[src/rtl/hyper_trans_arbiter.sv]
// ---------------------------------------------------------------------------
// hyper_trans_arbiter
//
// Purpose:
//   Shares the single HyperBus transaction unpack/issue path between NB_CH
//   independent requesters. Requesters are picked round-robin. The winner's
//   packed descriptor is registered and forwarded downstream with the
//   winner's index as an ID tag. Only one transaction is outstanding at a
//   time. The arbiter grants nothing new until the datapath reports
//   completion. That completion is then returned to the owning requester as
//   a one-cycle done pulse.
//
// Optional feature:
//   HYPER_ARB_TIMEOUT_EN - when defined, a watchdog aborts a BUSY transaction
//   that has not completed within TIMEOUT_CYCLES cycles. It pulses
//   timeout_o together with the owner's done pulse. When undefined,
//   timeout_o is tied low and BUSY waits for trans_done_i indefinitely.
//
// Ports:
//   clk_i          clock
//   rst_i          asynchronous reset, active-high
//   req_valid_i    per-requester descriptor valid
//   req_ready_o    per-requester accept (combinational, one-hot or zero)
//   req_desc_i     packed descriptors, requester k at [k*DESC_W +: DESC_W]
//   req_done_o     one-cycle completion pulse to the owning requester
//   trans_valid_o  descriptor valid toward the unpack stage
//   trans_ready_i  unpack stage accepts the descriptor
//   trans_desc_o   registered descriptor of the granted requester
//   trans_id_o     index of the granted requester
//   trans_done_i   one-cycle pulse from the datapath: transaction finished
//   busy_o         high while a transaction is being issued or executed
//   timeout_o      one-cycle watchdog pulse (constant 0 without the feature)
// ---------------------------------------------------------------------------
module hyper_trans_arbiter #(
   parameter int NB_CH          = 4,
   parameter int DESC_W         = 128,
   parameter int ID_WIDTH       = $clog2(NB_CH),
   parameter int TIMEOUT_CYCLES = 65535
) (
   input  logic                      clk_i,
   input  logic                      rst_i,
   input  logic [NB_CH-1:0]          req_valid_i,
   output logic [NB_CH-1:0]          req_ready_o,
   input  logic [NB_CH*DESC_W-1:0]   req_desc_i,
   output logic [NB_CH-1:0]          req_done_o,
   output logic                      trans_valid_o,
   input  logic                      trans_ready_i,
   output logic [DESC_W-1:0]         trans_desc_o,
   output logic [ID_WIDTH-1:0]       trans_id_o,
   input  logic                      trans_done_i,
   output logic                      busy_o,
   output logic                      timeout_o
);

   // FSM encoding
   localparam logic [1:0] ST_IDLE  = 2'd0;
   localparam logic [1:0] ST_ISSUE = 2'd1;
   localparam logic [1:0] ST_BUSY  = 2'd2;

   // Elaboration-time guard against unusable configurations
   if (NB_CH < 2 || TIMEOUT_CYCLES < 1) begin : g_param_check
      $error("hyper_trans_arbiter: NB_CH must be >= 2 and TIMEOUT_CYCLES >= 1");
   end

   logic [1:0]          state_q,       state_d;
   logic [ID_WIDTH-1:0] last_grant_q,  last_grant_d;
   logic                trans_valid_q, trans_valid_d;
   logic [DESC_W-1:0]   trans_desc_q,  trans_desc_d;
   logic [ID_WIDTH-1:0] trans_id_q,    trans_id_d;
   logic [NB_CH-1:0]    req_done_q,    req_done_d;

   logic                win_found;
   logic [ID_WIDTH-1:0] win_idx;
   logic [ID_WIDTH-1:0] cand;
   logic [DESC_W-1:0]   desc_arr [NB_CH];

`ifdef HYPER_ARB_TIMEOUT_EN
   localparam int CNT_W = $clog2(TIMEOUT_CYCLES + 1);
   localparam logic [CNT_W-1:0] CNT_LAST = CNT_W'(TIMEOUT_CYCLES - 1);

   logic [CNT_W-1:0]    cnt_q,     cnt_d;
   logic                timeout_q, timeout_d;
`endif

   // Split the flat descriptor bus into one slice per requester so the
   // winner's descriptor can be selected by index.
   for (genvar k = 0; k < NB_CH; k++) begin : g_desc_split
      assign desc_arr[k] = req_desc_i[k*DESC_W +: DESC_W];
   end

   // Round-robin search. Candidates are visited starting just after the
   // last served requester and wrapping modulo NB_CH. The last served
   // requester is visited last, so it waits behind everyone else pending.
   always_comb begin
      win_found = 1'b0;
      win_idx   = '0;
      cand      = '0;
      for (int i = 1; i <= NB_CH; i++) begin
         cand = ID_WIDTH'((int'(last_grant_q) + i) % NB_CH);
         if (!win_found && req_valid_i[cand]) begin
            win_found = 1'b1;
            win_idx   = cand;
         end
      end
   end

   // Accept is offered only in IDLE. It is also forced low while reset is
   // asserted, so that every output reads zero during an abort even if
   // requesters keep their valids high.
   always_comb begin
      req_ready_o = '0;
      if (!rst_i && state_q == ST_IDLE && win_found) begin
         req_ready_o[win_idx] = 1'b1;
      end
   end

   // Next-state logic. Completion is handled in one place. A transaction
   // can finish through trans_done_i or, with the watchdog built in,
   // through a timeout. Either way the owner gets its done pulse and the
   // round-robin pointer moves to it. A trans_done_i on the same cycle as
   // the watchdog limit counts as normal completion, so no timeout is
   // raised.
   always_comb begin
      state_d       = state_q;
      last_grant_d  = last_grant_q;
      trans_valid_d = trans_valid_q;
      trans_desc_d  = trans_desc_q;
      trans_id_d    = trans_id_q;
      req_done_d    = '0;
`ifdef HYPER_ARB_TIMEOUT_EN
      cnt_d         = cnt_q;
      timeout_d     = 1'b0;
`endif

      case (state_q)
         ST_IDLE: begin
            if (win_found) begin
               trans_desc_d  = desc_arr[win_idx];
               trans_id_d    = win_idx;
               trans_valid_d = 1'b1;
               state_d       = ST_ISSUE;
            end
         end

         ST_ISSUE: begin
            if (trans_ready_i) begin
               trans_valid_d = 1'b0;
               state_d       = ST_BUSY;
`ifdef HYPER_ARB_TIMEOUT_EN
               cnt_d         = '0;
`endif
            end
         end

         ST_BUSY: begin
            if (trans_done_i) begin
               req_done_d[trans_id_q] = 1'b1;
               last_grant_d           = trans_id_q;
               state_d                = ST_IDLE;
`ifdef HYPER_ARB_TIMEOUT_EN
            end else if (cnt_q == CNT_LAST) begin
               cnt_d                  = cnt_q + CNT_W'(1);
               timeout_d              = 1'b1;
               req_done_d[trans_id_q] = 1'b1;
               last_grant_d           = trans_id_q;
               state_d                = ST_IDLE;
            end else begin
               cnt_d                  = cnt_q + CNT_W'(1);
`endif
            end
         end

         default: begin
            state_d = ST_IDLE;
         end
      endcase
   end

   // State and output registers. Reset aborts any transaction in flight
   // without a done pulse. It also points the round-robin pointer at the
   // last requester, so requester 0 is served first afterwards.
   always_ff @(posedge clk_i or posedge rst_i) begin
      if (rst_i) begin
         state_q       <= ST_IDLE;
         last_grant_q  <= ID_WIDTH'(NB_CH - 1);
         trans_valid_q <= 1'b0;
         trans_desc_q  <= '0;
         trans_id_q    <= '0;
         req_done_q    <= '0;
      end else begin
         state_q       <= state_d;
         last_grant_q  <= last_grant_d;
         trans_valid_q <= trans_valid_d;
         trans_desc_q  <= trans_desc_d;
         trans_id_q    <= trans_id_d;
         req_done_q    <= req_done_d;
      end
   end

`ifdef HYPER_ARB_TIMEOUT_EN
   // Watchdog registers. The counter only counts cycles spent in BUSY, and
   // is cleared on each entry into BUSY.
   always_ff @(posedge clk_i or posedge rst_i) begin
      if (rst_i) begin
         cnt_q     <= '0;
         timeout_q <= 1'b0;
      end else begin
         cnt_q     <= cnt_d;
         timeout_q <= timeout_d;
      end
   end

   assign timeout_o = timeout_q;
`else
   assign timeout_o = 1'b0;
`endif

   assign trans_valid_o = trans_valid_q;
   assign trans_desc_o  = trans_desc_q;
   assign trans_id_o    = trans_id_q;
   assign req_done_o    = req_done_q;
   assign busy_o        = (state_q == ST_ISSUE) || (state_q == ST_BUSY);

endmodule
[config.mk]
export PLATFORM = sky130hd
export DESIGN_NAME = hyper_trans_arbiter
export DESIGN_NICKNAME = d
export VERILOG_FILES = /design/src/rtl/hyper_trans_arbiter.sv
export SDC_FILE = /design/constraint.sdc
export NUM_CORES = 1
export LEC_CHECK = 0
export ABC_AREA = 0
export BUFFER_PORTS_ARGS = -buffer_cell sky130_fd_sc_hd__buf_4
export CAP_MARGIN = 10
export CORE_AREA = 2 2 254 256
export DETAILED_ROUTE_END_ITERATION = 10
export DIE_AREA = 0 0 256 258
export PLACE_DENSITY = 0.42
export SLEW_MARGIN = 10
export SYNTH_ARGS = -nofsm -noshare
export SYNTH_HDL_FRONTEND = slang
export SYNTH_SLANG_ARGS = --single-unit
[constraint.sdc]
create_clock -name clk_i -period 5 [get_ports clk_i]
set_input_delay 0.5 -clock clk_i [delete_from_list [all_inputs] [get_ports clk_i]]
set_output_delay 0.5 -clock clk_i [all_outputs]
set_load 0.01 [all_outputs]
==> results of run 1 <==
## registers in the layout, summed over array words and instances, names as in the netlist
signal and count:
last_grant_q 2, req_done_o 4, state_q 2, trans_desc_o 128, trans_id_o 2, trans_valid_o 1
## power groups by stage
stage	clock, mW	combinational (mW)	sequential [mW]
floorplan	0	2.57	2.28
global placement	0	4.68	2.09
finish	1.36	4.64	2.08
detailed placement	0	4.69	2.10
CTS	1.42	4.69	2.09
global route	1.46	5.03	2.15
## metrics by stage
step	hold slack [ns]	std cells
floorplan	0.478	951
global placement	0.516	2377
detailed placement	0.524	2377
CTS	0.152	2409
global route	0.177	2409
finish	0.117	2409
## cells in the mapped netlist (5+ instances only)
master / count
a221oi_1: 20
a31oi_1: 129
o21ai_0: 133
buf_2: 13
nor2_1: 136
buf_6: 13
nand2_1: 134
buf_12: 11
clkbuf_1: 50
buf_4: 15
a221oi_2: 109
inv_1: 8
ha_1: 5
dfrtp_1: 137
## final cells by class
| type | instances | area, um2 | share of cell area |
|---|---|---|---|
| Clock inverter | 9 | 113 | 0.00750 |
| Multi-Input combinational cell | 701 | 4690 | 0.312 |
| Tap cell | 855 | 1070 | 0.0713 |
| Clock buffer | 23 | 478 | 0.0318 |
| Inverter | 8 | 35.0 | 0.00233 |
| Sequential cell | 139 | 3480 | 0.232 |
| Timing Repair Buffer | 674 | 5150 | 0.343 |
## per-layer routing
layer | global-route usage | part of all wire | vias up
met5 | 0 | 0 | -
met4 | 0.0552 | 0.029 | 0
met3 | 0.0350 | 0.066 | 55
met2 | 0.232 | 0.50 | 509
met1 | 0.168 | 0.41 | 5059
li1 | - | - | 4774
## kinds of logic (layout without fill, tap and decap cells)
family                   after synthesis  count (layout)
flip-flops                           139             139
adder cells (fa/ha/maj)                5               5
other                                  1               1
AO/OA/AOI/OAI                        407             407
multiplexers                           2               2
AND/OR/NAND/NOR                      286             286
buffers and inverters                111             714
## worst paths after layout
path | depth (start not counted) | end | startpoint | slack, ns
min in group clk_i | 3 | trans_desc_o[119] | req_desc_i[119] | 0.28
max | 4 | req_ready_o[3] | last_grant_q[1] | 1.98
max in group asynchronous | 3 | trans_desc_o[64] | rst_i | 3.89
min | 2 | trans_desc_o[1] | rst_i | 0.12
max reg2reg | 5 | trans_desc_o[59] | last_grant_q[1] | 2.44
min reg2reg | 2 | last_grant_q[0] | last_grant_q[0] | 0.53
==> impl_metrics.env, run 1 <==
export IMPL_hold_violations=0
export IMPL_io_buffers=659
export IMPL_setup_violations=0
export IMPL_final_core_util=0.236
export IMPL_required_ns=4.50
export IMPL_pwr_share_comb=0.574
export IMPL_finalCriticalPeriod_ns=3.02
export IMPL_synth_simple_area_share=0.125
export IMPL_dieWidth_um=256
export IMPL_track_usage=0.138
export IMPL_postCtsHoldBufs=0
export IMPL_crit_path_max_fanout=71
export IMPL_drv_slew=0
export IMPL_post_cts_buffers=0
export IMPL_yosys_warnings=0
export IMPL_fmax_mhz=331
export IMPL_first_iter_violations=655
export IMPL_synth_area_mux_share=0.00253
export IMPL_finClkSkew_ns=0.00909
export IMPL_sw_frac_of_total=0.440
export IMPL_fp_dieH_um=258
export IMPL_intPower_mw=4.53
export IMPL_synth_ff_type="dfrtp_1"
export IMPL_grt_pass1_wl_um=69600
export IMPL_vias=10400
export IMPL_final_nets=2066
export IMPL_ant_nets=0
export IMPL_grt_pass1_vias=10700
export IMPL_tritoncts="built"
export IMPL_p_total_mw=8.08
export IMPL_synthCells=951
export IMPL_cts_clk_slew_worst_paths_ns=0.07
export IMPL_fin_ws_ns=1.98
export IMPL_slowest_delay_ns=0.73
export IMPL_p_sw_mw=3.56
export IMPL_ctsResizeCount=0
export IMPL_cpMaxStageDelayCell="o211a_4"
export IMPL_dpl_hpwl_um=34800
export IMPL_htree_levels=4
export IMPL_async_reset_ff_frac=1.00
export IMPL_nFillCells=7071
export IMPL_final_common_cell="buf_4"
export IMPL_synthTopCellsByArea="dfrtp_1, a221oi_2, a31oi_1"
export IMPL_synth_seq_cells=139
export IMPL_synth_top_family_by_area="compound AO/OA/AOI/OAI gates"
export IMPL_via_per_inst=4.32
export IMPL_grt_max_degree=75
export IMPL_leakage_nw=6.52
export IMPL_n_antenna_cell=0
export IMPL_clock_sinks=139
export IMPL_grt_overflow_total=0
export IMPL_endpoint_kind="output pin"
export IMPL_slew_headroom=0.294
export IMPL_final_cell_mix="buf_4, dfrtp_1, nor2_1"
export IMPL_post_route_drc_count=0
export IMPL_drive_above_1_share=0.531
export IMPL_synth_avg_cell_area_um2=9.36
export IMPL_postSynthNetCount=1476
export IMPL_ys_seq_area_frac=0.391
export IMPL_synth_top_area_cell="dfrtp_1"
export IMPL_routed_wl_um=47300
export IMPL_min_path_type="input pin to asynchronous set/reset pin"
export IMPL_synth_top_cell_area_share=0.385
export IMPL_wl_per_cell_um=19.6
export IMPL_pre_cts_slack_ns=2.34
export IMPL_cp_cell_sequence="o211a_4 > nor2_1 > nor3_1 > buf_4"
export IMPL_finalCritPeriodShare=0.605
export IMPL_netlist_area_um2=8900
export IMPL_synth_edff_count=0
export IMPL_yosys_area_share_adder=0.00703
export IMPL_place_area_um2=14400
export IMPL_antenna_found_initial=0
export IMPL_clkPwrFrac=0.168
export IMPL_worstSetupPathType="flop to output pin"
export IMPL_yosysUniqueCellTypes=38
export IMPL_start_kind="flop"
export IMPL_status="complete, no violations"
export IMPL_first_pass_iters=4
export IMPL_p_per_area_nw_per_um2=539
export IMPL_io_pins=661
export IMPL_area_growth_pct=68.7
export IMPL_synth_xor_area_frac=0
export IMPL_die_area_um2=66000
export IMPL_design_area_um2=15000
export IMPL_cp_num_buf_inv=1
export IMPL_rows=93
export IMPL_worst_slew_pin_slew_ns=1.06
export IMPL_coreArea_um2=63600
export IMPL_path_delay_family="compound AO/OA/AOI/OAI gates"
export IMPL_gp_congestion=0.919
export IMPL_rsz0062_at_grt="false"
export IMPL_fin_tns_setup_ns=0
export IMPL_arrival_ns=2.52
export IMPL_synth_compound_area_share=0.387
export IMPL_maxCapViolations=0
export IMPL_root_buffer="clkbuf_16"
export IMPL_ir_drop_v=0.000285
export IMPL_start_util=0.140
export IMPL_cts_path_max_buffers=2
export IMPL_cts_made_buffers=17
export IMPL_insertion_delay_ns=0.47
export IMPL_pwr_share_seq=0.258
No activity file was read; power rests on OpenSTA's default activity.
==> run 2, diff against run 1 <==
--- a/config.mk
+++ b/config.mk
@@ -5,13 +5,13 @@
 export SDC_FILE = /design/constraint.sdc
 export NUM_CORES = 1
 export LEC_CHECK = 0
-export ABC_AREA = 0
+export ABC_AREA = 1
 export BUFFER_PORTS_ARGS = -buffer_cell sky130_fd_sc_hd__buf_4
 export CAP_MARGIN = 10
-export CORE_AREA = 2 2 254 256
+export CORE_AREA = 2 2 258 260
 export DETAILED_ROUTE_END_ITERATION = 10
-export DIE_AREA = 0 0 256 258
-export PLACE_DENSITY = 0.42
+export DIE_AREA = 0 0 260 262
+export PLACE_DENSITY = 0.45
 export SLEW_MARGIN = 10
 export SYNTH_ARGS = -nofsm -noshare
 export SYNTH_HDL_FRONTEND = slang
==> constraint.sdc (replaced) <==
create_clock -name clk_i -period 2.8 [get_ports clk_i]
set_input_delay 0.28 -clock clk_i [delete_from_list [all_inputs] [get_ports clk_i]]
set_output_delay 0.28 -clock clk_i [all_outputs]
set_load 0.01 [all_outputs]
==> impl_metrics.env, run 2 <==
export IMPL_pwr_share_comb=0.807
export IMPL_die_area_um2=68100
export IMPL_ant_nets=0
export IMPL_start_kind="flop"
export IMPL_worstSetupPathType="flop to output pin"
export IMPL_synth_ff_type="dfrtp_1"
export IMPL_grt_pass1_wl_um=94400
export IMPL_synth_edff_count=0
export IMPL_leakage_nw=10.5
export IMPL_worstRegToRegCells=16
export IMPL_final_common_cell="nand2_1"
export IMPL_async_reset_ff_frac=1.00
export IMPL_cts_made_buffers=17
export IMPL_first_iter_violations=772
export IMPL_ir_drop_v=0.000961
export IMPL_fp_dieH_um=262
export IMPL_cts_path_max_buffers=2
export IMPL_fin_tns_setup_ns=0
export IMPL_routed_wl_um=65400
export IMPL_cp_num_buf_inv=4
export IMPL_status="complete, no violations"
export IMPL_synth_top_area_cell="nand2_1"
export IMPL_first_pass_iters=5
export IMPL_path_depth=11
export IMPL_maxCapViolations=0
export IMPL_clkPwrFrac=0.076
export IMPL_drv_slew=0
export IMPL_grt_overflow_total=0
export IMPL_area_growth_pct=61.6
export IMPL_vias=15200
export IMPL_wl_per_cell_um=19.1
export IMPL_coreArea_um2=65300
export IMPL_synth_top_cell_area_share=0.438
export IMPL_finClkSkew_ns=0.0241
export IMPL_gp_congestion=0.917
export IMPL_path_delay_family="simple AND/OR/NAND/NOR gates"
export IMPL_synth_most_common_cell="nand2_1"
export IMPL_tritoncts="built"
export IMPL_netlist_area_um2=11300
export IMPL_final_cell_mix="nand2_1, buf_4, nand4_1"
export IMPL_r2r_end="trans_desc_o[46]"
export IMPL_worstReg2RegStart="last_grant_q[0]"
export IMPL_arrival_ns=2.45
export IMPL_htree_levels=4
export IMPL_synthCells=1947
export IMPL_insertion_delay_ns=0.49
export IMPL_post_route_drc_count=0
export IMPL_dieWidth_um=260
export IMPL_io_buffers=659
export IMPL_synthTopCellsByArea="nand2_1, dfrtp_1, nand4_1"
export IMPL_worst_slew_pin_slew_ns=0.808
export IMPL_yosysUniqueCellTypes=27
export IMPL_crit_path_max_fanout=5
export IMPL_sw_frac_of_total=0.562
export IMPL_finalCriticalPeriod_ns=2.73
export IMPL_p_sw_mw=17.9
export IMPL_min_path_type="input pin to flop"
export IMPL_io_pins=661
export IMPL_synth_seq_cells=139
export IMPL_grt_max_degree=134
export IMPL_dpl_hpwl_um=48200
export IMPL_p_per_area_nw_per_um2=1740
export IMPL_hold_end="trans_desc_o[40]"
export IMPL_setup_violations=0
export IMPL_drive_above_1_share=0.313
export IMPL_antenna_found_initial=5
export IMPL_required_ns=2.52
export IMPL_cp_cell_sequence="buf_2 > nand2_1 > nand2_1 > nand2_1 > nand2_1 > inv_1 > nand3_4 > nand3_4 > buf_4 > nor3_4 > buf_6"
export IMPL_cts_clk_slew_worst_paths_ns=0.07
export IMPL_final_nets=3062
export IMPL_rows=94
export IMPL_endpoint_kind="output pin"
export IMPL_pwr_share_seq=0.117
export IMPL_fmax_mhz=366
export IMPL_finalCritPeriodShare=0.975
export IMPL_start_util=0.173
export IMPL_critPathMostFrequentCell="nand2_1"
export IMPL_hp_start="req_desc_i[40]"
export IMPL_root_buffer="clkbuf_16"
export IMPL_slew_headroom=0.462
export IMPL_rsz0062_at_grt="true"
export IMPL_cpMaxStageDelayCell="dfstp_2"
export IMPL_slowest_delay_ns=0.59
export IMPL_clock_sinks=139
export IMPL_worst_r2r_setup_slack_ns=0.19
export IMPL_min_path_cells=7
export IMPL_ys_seq_area_frac=0.308
export IMPL_intPower_mw=13.9
export IMPL_grt_pass1_vias=15400
export IMPL_via_per_inst=4.46
export IMPL_hold_slack_ns=0.166
export IMPL_track_usage=0.184
export IMPL_p_total_mw=31.8
export IMPL_postSynthNetCount=2472
export IMPL_yosys_warnings=0
export IMPL_hold_violations=0
export IMPL_largest_reg_flops=128
export IMPL_synth_avg_cell_area_um2=5.80
export IMPL_synthTopCellsByCount="nand2_1, nand4_1, dfrtp_1"
==> run 2: changes by cell type after synthesis, moves of 5 or more <==
| cell | previous run | this run |
|---|---|---|
| nand2_1 | 134 | 1319 |
| nand4_1 | 0 | 256 |
| nor2_1 | 136 | 4 |
| a31oi_1 | 129 | 1 |
| o21ai_0 | 133 | 9 |
| a221oi_2 | 109 | 0 |
| buf_2 | 13 | 72 |
| a221oi_1 | 20 | 0 |
| buf_12 | 11 | 0 |
| clkbuf_1 | 50 | 61 |
| buf_1 | 0 | 10 |
| inv_1 | 8 | 16 |
| buf_4 | 15 | 8 |
| buf_6 | 13 | 18 |
==> run 2: final cells by class <==
| cell class | count | area [um2] |
|---|---|---|
| antenna | 1 | 2.50 |
| clock buffer | 19 | 443 |
| clock inverter | 11 | 148 |
| fill | 7380 | 47000 |
| inverter | 21 | 95.1 |
| multi-input combinational | 1617 | 6940 |
| sequential | 139 | 3480 |
| tap | 864 | 1080 |
| timing repair buffer | 740 | 6060 |
| timing repair inverter | 1 | 6.26 |
==> run 2: per-layer routing <==
| metal | GRT usage | part of all wire |
|---|---|---|
| met1 | 0.217 | 0.41 |
| met2 | 0.322 | 0.49 |
| met3 | 0.0450 | 0.070 |
| met4 | 0.0674 | 0.031 |
| met5 | 0 | 0.00078 |
==> run 2: worst reg2reg max path, cell delays in order (launching register included) <==
cell	delay, ns
dfstp_2	0.59
buf_2	0.16
nand2_1	0.06
nand2_1	0.08
nand2_1	0.06
nand2_1	0.11
inv_1	0.10
nand3_4	0.12
buf_4	0.20
buf_16	0.25
buf_12	0.27
nand4_1	0.17
nand2_1	0.17
nand2_1	0.07
nand2_1	0.06
nand2_1	0.05
nand2_1	0.06
==> run 2: power groups by stage <==
stage	logic [mW]	clock network (mW)	registers [mW]
after floorplan	15.4	0	3.97
after global placement	24.2	0	3.77
after detailed placement	24.2	0	3.78
after CTS	25.8	2.52	3.75
after global routing	28.8	2.58	3.84
final	25.7	2.42	3.73
==> run 2: logic make-up after synthesis <==
group,count (synthesis),synth area share
AO/OA/AOI/OAI,12,0.00554
AND/OR/NAND/NOR,1599,0.593
other,1,0.000332
flip-flops,139,0.308
buffers and inverters,191,0.0873
adder cells (fa/ha/maj),5,0.00554
==> run 2: timing repair <==
action | 4_1_cts | 5_1_grt
pin swaps | 5 | 5
gates cloned | 5 | 1
setup buffers | 13 | 3
setup endpoints to repair | 4 | 5
hold endpoints to repair | 1 | 0
resized for setup | 14 | 8
hold buffers | 1 | 0
==> run 2: worst max path at each step <==
stage               startpoint                 to  slack (ns)
6_report       last_grant_q[0]     req_ready_o[1]        0.07
5_1_grt        last_grant_q[0]     req_ready_o[1]       -0.03
4_1_cts        last_grant_q[0]     req_ready_o[3]       0.007
3_5_place_dp   last_grant_q[0]   trans_desc_o[45]        0.16
3_3_place_gp   last_grant_q[0]  trans_desc_o[115]        0.17
2_1_floorplan            rst_i     req_ready_o[0]       -0.27
==> run 2: through the flow <==
stage                     area (um2)  utilization  instances  setup slack, ns
after floorplan                11300            -       1947           -0.270
after global placement         17300        0.265       3359            0.174
after detailed placement       17300        0.265       3359            0.163
after CTS                      18200        0.278       3408          0.00650
after global routing           18300        0.280       3412          -0.0265
final                          18300        0.280       3413           0.0695
